<file path="src/rtl/hex_7seg_mux_driver_pkg.sv">
// Shared types and helpers for the multiplexed 7-segment driver.
package hex_7seg_pkg;

    typedef enum logic [1:0] {
        IDLE  = 2'd0,
        BLANK = 2'd1,
        DRIVE = 2'd2
    } state_t;

    // Logical (active-high) segment pattern for a dark digit.
    localparam logic [6:0] SEG_OFF = 7'b000_0000;

    // Index width for a counter/selector over n items, never narrower than 1 bit.
    function automatic int idx_width(input int n);
        return (n <= 1) ? 1 : $clog2(n);
    endfunction

endpackage

</file>
<file path="src/rtl/hex_7seg_mux_driver_decoder.sv">
// Hex nibble to active-high 7-segment code, {a,b,c,d,e,f,g} with a = MSB.
module hex_7seg_decoder (
    input  logic [3:0] nibble,
    output logic [6:0] seg
);

    // Combinational glyph lookup.
    always_comb begin
        seg = 7'b000_0000;
        case (nibble)
            4'h0: seg = 7'b111_1110;
            4'h1: seg = 7'b011_0000;
            4'h2: seg = 7'b110_1101;
            4'h3: seg = 7'b111_1001;
            4'h4: seg = 7'b011_0011;
            4'h5: seg = 7'b101_1011;
            4'h6: seg = 7'b101_1111;
            4'h7: seg = 7'b111_0000;
            4'h8: seg = 7'b111_1111;
            4'h9: seg = 7'b111_1011;
            4'hA: seg = 7'b111_0111;
            4'hB: seg = 7'b001_1111;
            4'hC: seg = 7'b100_1110;
            4'hD: seg = 7'b011_1101;
            4'hE: seg = 7'b100_1111;
            4'hF: seg = 7'b100_0111;
            default: seg = 7'b000_0000;
        endcase
    end

endmodule

</file>
<file path="src/rtl/hex_7seg_mux_driver.sv">
// Time-multiplexed N-digit 7-segment driver with ghost blanking and
// frame-synchronous value updates.
// Optional build macro HEX_7SEG_LZS_EN: leading-zero suppression applied
// when a new value is committed to the active copy.
//
// state | meaning
// ------+-----------------------------------------------------------
// IDLE  | scan disabled, anodes off, slot counter and digit index at 0
// BLANK | first BLANK_CYCLES of a slot, anodes off to hide ghosting
// DRIVE | rest of the slot, current digit's anode and segments driven
module hex_7seg_mux_driver
    import hex_7seg_pkg::*;
#(
    parameter int NUM_DIGITS     = 4,
    parameter int REFRESH_DIV    = 50000,
    parameter int BLANK_CYCLES   = 500,
    parameter int SEG_ACTIVE_LOW = 1,
    parameter int AN_ACTIVE_LOW  = 1
) (
    input  logic                                 i_clk,
    input  logic                                 i_rst_n,
    input  logic                                 i_en,
    input  logic                                 i_load,
    input  logic [4*NUM_DIGITS-1:0]              i_value,
    input  logic [NUM_DIGITS-1:0]                i_dp,
    input  logic [NUM_DIGITS-1:0]                i_blank,
    output logic [6:0]                           o_seg,
    output logic                                 o_dp,
    output logic [NUM_DIGITS-1:0]                o_an,
    output logic [idx_width(NUM_DIGITS)-1:0]     o_digit_idx,
    output logic                                 o_frame_tick
);

    localparam int IDX_W = idx_width(NUM_DIGITS);
    localparam int CNT_W = idx_width(REFRESH_DIV);

    localparam logic [CNT_W-1:0]      CNT_LAST  = CNT_W'(REFRESH_DIV - 1);
    localparam logic [CNT_W-1:0]      BLANK_END = CNT_W'(BLANK_CYCLES);
    localparam logic [IDX_W-1:0]      IDX_LAST  = IDX_W'(NUM_DIGITS - 1);
    localparam logic                  SEG_INV   = (SEG_ACTIVE_LOW != 0);
    localparam logic                  AN_INV    = (AN_ACTIVE_LOW != 0);
    localparam logic [NUM_DIGITS-1:0] AN_OFF    = {NUM_DIGITS{AN_INV}};

    state_t                  state, state_n;
    logic [CNT_W-1:0]        cnt, cnt_n;
    logic [IDX_W-1:0]        idx, idx_n;
    logic                    boundary;

    logic [4*NUM_DIGITS-1:0] shadow_value, active_value, src_value;
    logic [NUM_DIGITS-1:0]   shadow_dp, active_dp, src_dp;
    logic [NUM_DIGITS-1:0]   shadow_blank, active_blank, src_blank;
    logic [NUM_DIGITS-1:0]   lzs_mask;
    logic                    pending;

    logic [3:0]              cur_nibble;
    logic [6:0]              dec_seg;
    logic [NUM_DIGITS-1:0]   an_onehot;
    logic                    drive_on;

    // Scan state, slot counter and digit index registers.
    always_ff @(posedge i_clk or negedge i_rst_n) begin
        if (!i_rst_n) begin
            state <= IDLE;
            cnt   <= '0;
            idx   <= '0;
        end else begin
            state <= state_n;
            cnt   <= cnt_n;
            idx   <= idx_n;
        end
    end

    // Next-state: the phase of a slot follows directly from the next counter value.
    always_comb begin
        state_n  = state;
        cnt_n    = cnt;
        idx_n    = idx;
        boundary = 1'b0;
        if (!i_en) begin
            state_n = IDLE;
            cnt_n   = '0;
            idx_n   = '0;
        end else begin
            if (state == IDLE) begin
                cnt_n = '0;
                idx_n = '0;
            end else if (cnt == CNT_LAST) begin
                cnt_n = '0;
                if (idx == IDX_LAST) begin
                    idx_n    = '0;
                    boundary = 1'b1;
                end else begin
                    idx_n = idx + 1'b1;
                end
            end else begin
                cnt_n = cnt + 1'b1;
            end
            state_n = (cnt_n < BLANK_END) ? BLANK : DRIVE;
        end
    end

    // Value committed at a boundary: a same-cycle load bypasses the shadow.
    always_comb begin
        src_value = i_load ? i_value : shadow_value;
        src_dp    = i_load ? i_dp    : shadow_dp;
        lzs_mask  = '0;
`ifdef HEX_7SEG_LZS_EN
        begin
            logic lzs_nz;
            lzs_nz = 1'b0;
            for (int k = NUM_DIGITS - 1; k >= 1; k--) begin
                lzs_nz      = lzs_nz | (src_value[4*k +: 4] != 4'h0);
                lzs_mask[k] = ~lzs_nz;
            end
        end
`endif
        src_blank = (i_load ? i_blank : shadow_blank) | lzs_mask;
    end

    // Shadow capture on load, shadow-to-active transfer only at frame boundaries.
    always_ff @(posedge i_clk or negedge i_rst_n) begin
        if (!i_rst_n) begin
            shadow_value <= '0;
            shadow_dp    <= '0;
            shadow_blank <= '0;
            active_value <= '0;
            active_dp    <= '0;
            active_blank <= '0;
            pending      <= 1'b0;
        end else begin
            if (i_load) begin
                shadow_value <= i_value;
                shadow_dp    <= i_dp;
                shadow_blank <= i_blank;
            end
            if (boundary) begin
                if (i_load || pending) begin
                    active_value <= src_value;
                    active_dp    <= src_dp;
                    active_blank <= src_blank;
                end
                pending <= 1'b0;
            end else if (i_load) begin
                pending <= 1'b1;
            end
        end
    end

    // Select the nibble of the digit currently being scanned.
    always_comb begin
        cur_nibble = 4'h0;
        for (int k = 0; k < NUM_DIGITS; k++) begin
            if (idx == IDX_W'(k)) begin
                cur_nibble = active_value[4*k +: 4];
            end
        end
    end

    hex_7seg_decoder u_decoder (
        .nibble (cur_nibble),
        .seg    (dec_seg)
    );

    assign an_onehot = NUM_DIGITS'(1) << idx;
    assign drive_on  = (state == DRIVE) && !active_blank[idx];

    // Registered pins; a blanked digit keeps its slot but stays dark.
    always_ff @(posedge i_clk or negedge i_rst_n) begin
        if (!i_rst_n) begin
            o_an         <= AN_OFF;
            o_seg        <= SEG_OFF ^ {7{SEG_INV}};
            o_dp         <= SEG_INV;
            o_digit_idx  <= '0;
            o_frame_tick <= 1'b0;
        end else begin
            o_an         <= drive_on ? (an_onehot ^ AN_OFF) : AN_OFF;
            o_seg        <= (drive_on ? dec_seg : SEG_OFF) ^ {7{SEG_INV}};
            o_dp         <= (drive_on & active_dp[idx]) ^ SEG_INV;
            o_digit_idx  <= idx;
            o_frame_tick <= boundary;
        end
    end

endmodule

</file>
<file path="config.mk">
export PLATFORM = sky130hd
export DESIGN_NAME = hex_7seg_mux_driver
export DESIGN_NICKNAME = d
export VERILOG_FILES = /design/src/rtl/hex_7seg_mux_driver_pkg.sv /design/src/rtl/hex_7seg_mux_driver_decoder.sv /design/src/rtl/hex_7seg_mux_driver.sv
export SDC_FILE = /design/constraint.sdc
export NUM_CORES = 1
export LEC_CHECK = 0
export ABC_CLOCK_PERIOD_IN_PS = 3750
export CORE_ASPECT_RATIO = 1.75
export CORE_MARGIN = 2
export CORE_UTILIZATION = 44
export DETAILED_ROUTE_END_ITERATION = 16
export PLACE_DENSITY_LB_ADDON = 0.08
export SETUP_SLACK_MARGIN = 0.1
export SLEW_MARGIN = 20
export SYNTH_ARGS = -nofsm -noshare
export SYNTH_HDL_FRONTEND = slang
export SYNTH_SLANG_ARGS = --single-unit
</file>
<file path="constraint.sdc">
create_clock -name i_clk -period 3.75 [get_ports i_clk]
set_input_delay 0.75 -clock i_clk [delete_from_list [all_inputs] [get_ports i_clk]]
set_output_delay 0.75 -clock i_clk [all_outputs]
set_load 0.01 [all_outputs]
</file>
==> impl_metrics.ini <==
[synth]
synth_enable_flop_cells = 0
share_of_yosys_cell_area_claimed_by_the_top_area_cell_type_pct = 45.4
post_synth_instance_area_um2 = 3970
yosys-mux-area-fraction_pct = 16.2
synth_xor_xnor_area_share_pct = 3.53
synth.distinct_cells = 51
synthTopCellsByArea = sky130_fd_sc_hd__dfrtp_1 (45%), sky130_fd_sc_hd__mux2_2 (13%), sky130_fd_sc_hd__dfstp_2 (7.9%)
synth_top_family_by_area = multiplexers
cell_accounting_for_the_most_synthesized_area = sky130_fd_sc_hd__dfrtp_1
postSynth.asyncResetShare_pct = 100
synthCells = 330
yosys_warnings = 0
synth.net_count = 369
synth.yosys.seq_area_share_pct = 53.3
ys_ff_latch = 84
synth_fa_ha_area_share_pct = 3.47
synth_simple_gate_area_share_pct = 13.8
postSynthAreaPerCell_um2 = 12.0
leading_register_cell_type_out_of_synthesis = sky130_fd_sc_hd__dfrtp_1
synth_compound_area_share_pct = 6.30

[worst_setup_path]
arrival_ps = 3120
path_max_fanout = 9
crit_type = register to register
slowest_delay_ps = 540
cp-end-kind = register
slowest_stage = sky130_fd_sc_hd__dfrtp_1
critical_path.cell_chain = inv_1 > ha_1 > nor2b_1 > a221oi_1 > nor3_1 > a21oi_1 > inv_1 > ha_1 > or3_1 > o221ai_1 > nand2_1
critical_path.startpoint_type = register
timing.critical_path.required_ps = 4010

[drt]
drc = 0
drt-initial-drc-count = 167
wirelength_met1_um = 3030
wire_per_inst_um = 16.2
route.antenna.remaining_nets = 0
route.detailed.vias_per_inst = 5.27
postRouteWirelength_um = 7980
detailedRoute.firstPassIterationCount = 4
topRoutingLayerUsed = met4
vias = 2591
wl_met2_um = 4530
wl_met3_um = 260

[job]
maximum_capacitance_violations = 0

[clock_network]
clock_pin_slew_on_the_worst_setup_and_hold_paths_ps = 60
post_cts_resize_count = 0
numClockSinks = 84
ctsLongestPathBuffers = 2
hold_buffers = 0
cts_tree = built
worstSkewPairLatency_ps = 330
postCtsSetupBuffers = 0
cts-root-buf = sky130_fd_sc_hd__clkbuf_16
tritoncts.num_buffers = 9
cts_htree_levels = 3

[sta]
final.hold.worst_slack_ps = 449
setup_violations = 0
fin_tns_setup_ps = 0
worst_clk_skew_ps = 4.84
hold_viol = 0
slew-limit-headroom_pct = 50.3
rsz0062_at_grt = false
min_period_ps = 2860
worst-slew-pin-transition_ps = 745
total_count_of_max_transition_violations_in_the_final_report = 0
final_min_period_over_clock_period_pct = 76.3
achievable-frequency_mhz = 349

[outcome]
outcome = completed

[floorplanning]
core.rowCount = 45
floorplan_die_width_um = 75.8
die_outline_area_um2 = 9830
initial_utilization_pct = 45.5
ioPinCount = 43
placeableCoreArea_um2 = 8730
die_h_um = 130

[layout]
drive_gt1_share_pct = 23.5
filler_cell_count_in_the_final_layout = 751
area_delta_synth_final_pct = 21.3
final_net_count = 409
diodes = 0

[placement]
detailed_place_hpwl_um = 5810
portBuffers = 42
routabilityCongestion = 0.947

[global_route]
global_route_wire_length_before_repair_um = 13000
maximum_number_of_pins_on_one_net_before_global_route_repair = 85
antenna_found_initial = 0
groute.usage.overall_pct = 17.8
grt.overflow.total = 0
grt_pass1_vias = 2659

[power]
power.share.clock_pct = 49.4
total_leakage_power_nw = 2.09
share_comb_of_total_power_pct = 4.7
cellInternalPower_w = 0.00165
p_switching_w = 0.000397
seq_power_share_pct = 45.9
power.share.switching_pct = 19.4
vdd_drop_max_mv = 0.288
power_density_nw_per_um2 = 426

[hold_path]
worst_hold_path_type = input pin to asynchronous set/reset pin
## power by group through the flow
stage	Combinational, W	Sequential [W]	Clock (W)
floorplan	0.0000416	0.000956	0
global placement	0.0000987	0.000957	0
detailed placement	0.000100	0.000959	0
CTS	0.000100	0.000942	0.00104
global route	0.000108	0.000945	0.00107
finish	0.0000967	0.000942	0.00101
## sequential cells by signal, summed over array words and instances, names as in the netlist
signal	cells
active_dp	4
o_frame_tick	1
shadow_blank	4
o_seg	7
pending	1
shadow_value	16
idx	2
cnt	16
o_digit_idx	2
state	2
o_dp	1
active_value	16
shadow_dp	4
o_an	4
active_blank	4
## cell usage after synthesis, types with 2 or more instances
master	number
sky130_fd_sc_hd__and2_1	2
sky130_fd_sc_hd__nand4_1	4
sky130_fd_sc_hd__nor2_1	30
sky130_fd_sc_hd__and3_1	6
sky130_fd_sc_hd__clkbuf_1	8
sky130_fd_sc_hd__a221oi_1	3
sky130_fd_sc_hd__mux2i_1	8
sky130_fd_sc_hd__inv_1	5
sky130_fd_sc_hd__buf_6	5
sky130_fd_sc_hd__xor2_1	7
sky130_fd_sc_hd__ha_1	11
sky130_fd_sc_hd__xnor2_1	9
sky130_fd_sc_hd__nand2_1	21
sky130_fd_sc_hd__buf_4	2
sky130_fd_sc_hd__nand3b_1	3
sky130_fd_sc_hd__or3_1	3
sky130_fd_sc_hd__and4_1	2
sky130_fd_sc_hd__nor3b_1	2
sky130_fd_sc_hd__mux2_2	47
sky130_fd_sc_hd__a21boi_0	2
sky130_fd_sc_hd__o211ai_1	2
sky130_fd_sc_hd__o21ai_0	6
sky130_fd_sc_hd__buf_2	2
sky130_fd_sc_hd__o21a_1	2
sky130_fd_sc_hd__dfrtp_1	72
sky130_fd_sc_hd__o221ai_1	5
sky130_fd_sc_hd__nand3_1	9
sky130_fd_sc_hd__nor3_1	6
sky130_fd_sc_hd__dfstp_2	12
sky130_fd_sc_hd__nor4b_1	2
sky130_fd_sc_hd__nor2b_1	5
sky130_fd_sc_hd__a21oi_1	6
sky130_fd_sc_hd__nor4_1	2
sky130_fd_sc_hd__nand4b_1	2
## layout by cell type (no fill, tap or decap), drive strengths merged, types with 4 or more instances in the layout
cell,synthesis,final
a21oi,6,6
and3,6,6
buf,10,6
clkbuf,8,10
clkdlybuf4s50,0,41
dfrtp,72,72
dfstp,12,12
ha,11,11
inv,5,5
mux2,48,48
mux2i,8,8
nand2,22,22
nand3,9,9
nand4,4,4
nor2,30,30
nor2b,5,5
nor3,6,6
o21ai,7,7
o221ai,5,5
xnor2,9,9
xor2,7,7
## critical path: cells and delay by family, from the launching register on
family / cells / cell delay [ps]
AOI/OAI and AO/OA: 3 / 770
and+or+nand+nor: 4 / 670
DFF: 1 / 540
adders and majority gates: 2 / 510
buffers and inverters: 2 / 280
## metrics by stage
step | instances | setup WS (ps) | utilization (%) | power, W | area, um^2
after global routing | 492 | 582 | 55.2 | 0.00213 | 4820
after detailed placement | 476 | 875 | 51.2 | 0.00106 | 4460
final | 492 | 888 | 55.2 | 0.00205 | 4820
after CTS | 492 | 865 | 55.2 | 0.00208 | 4810
after global placement | 476 | 1000 | 51.2 | 0.00106 | 4460
after floorplan | 330 | 1060 | - | 0.000997 | 3970
## final timing paths
path | startpoint | to | slack, ps | cells past startpoint
setup / recovery | idx[0] | o_seg[6] | 890 | 11
max in group asynchronous | i_rst_n | active_value[4] | 2780 | 1
setup reg to reg | idx[0] | o_seg[6] | 890 | 11
hold reg to reg | shadow_value[15] | shadow_value[15] | 490 | 1
min in group i_clk | shadow_value[15] | shadow_value[15] | 490 | 1
hold / removal | i_rst_n | shadow_value[14] | 450 | 1
## cells by family after synthesis
| group | after synthesis |
|---|---|
| AND/OR/NAND/NOR | 104 |
| flip-flops | 84 |
| multiplexers | 57 |
| AO/OA/AOI/OAI | 35 |
| buffers and inverters | 23 |
| XOR/XNOR | 16 |
| adder cells (fa/ha/maj) | 11 |
## per-layer routing
metal / GRT usage [%] / vias to the layer above
li1: - / 1255
met1: 20.0 / 1276
met2: 31.9 / 50
met3: 3.73 / 10
met4: 6.40 / 0
met5: 0 / -
## cell type report
class | count | area, um^2 | area share (%)
Multi-Input combinational cell | 223 | 1730 | 35.8
Timing Repair Buffer | 47 | 459 | 9.53
Clock inverter | 6 | 111 | 2.31
Inverter | 5 | 18.8 | 0.390
Sequential cell | 84 | 2120 | 43.9
Clock buffer | 10 | 239 | 4.96
Tap cell | 117 | 146 | 3.04
No activity file was read; power rests on OpenSTA's default activity.
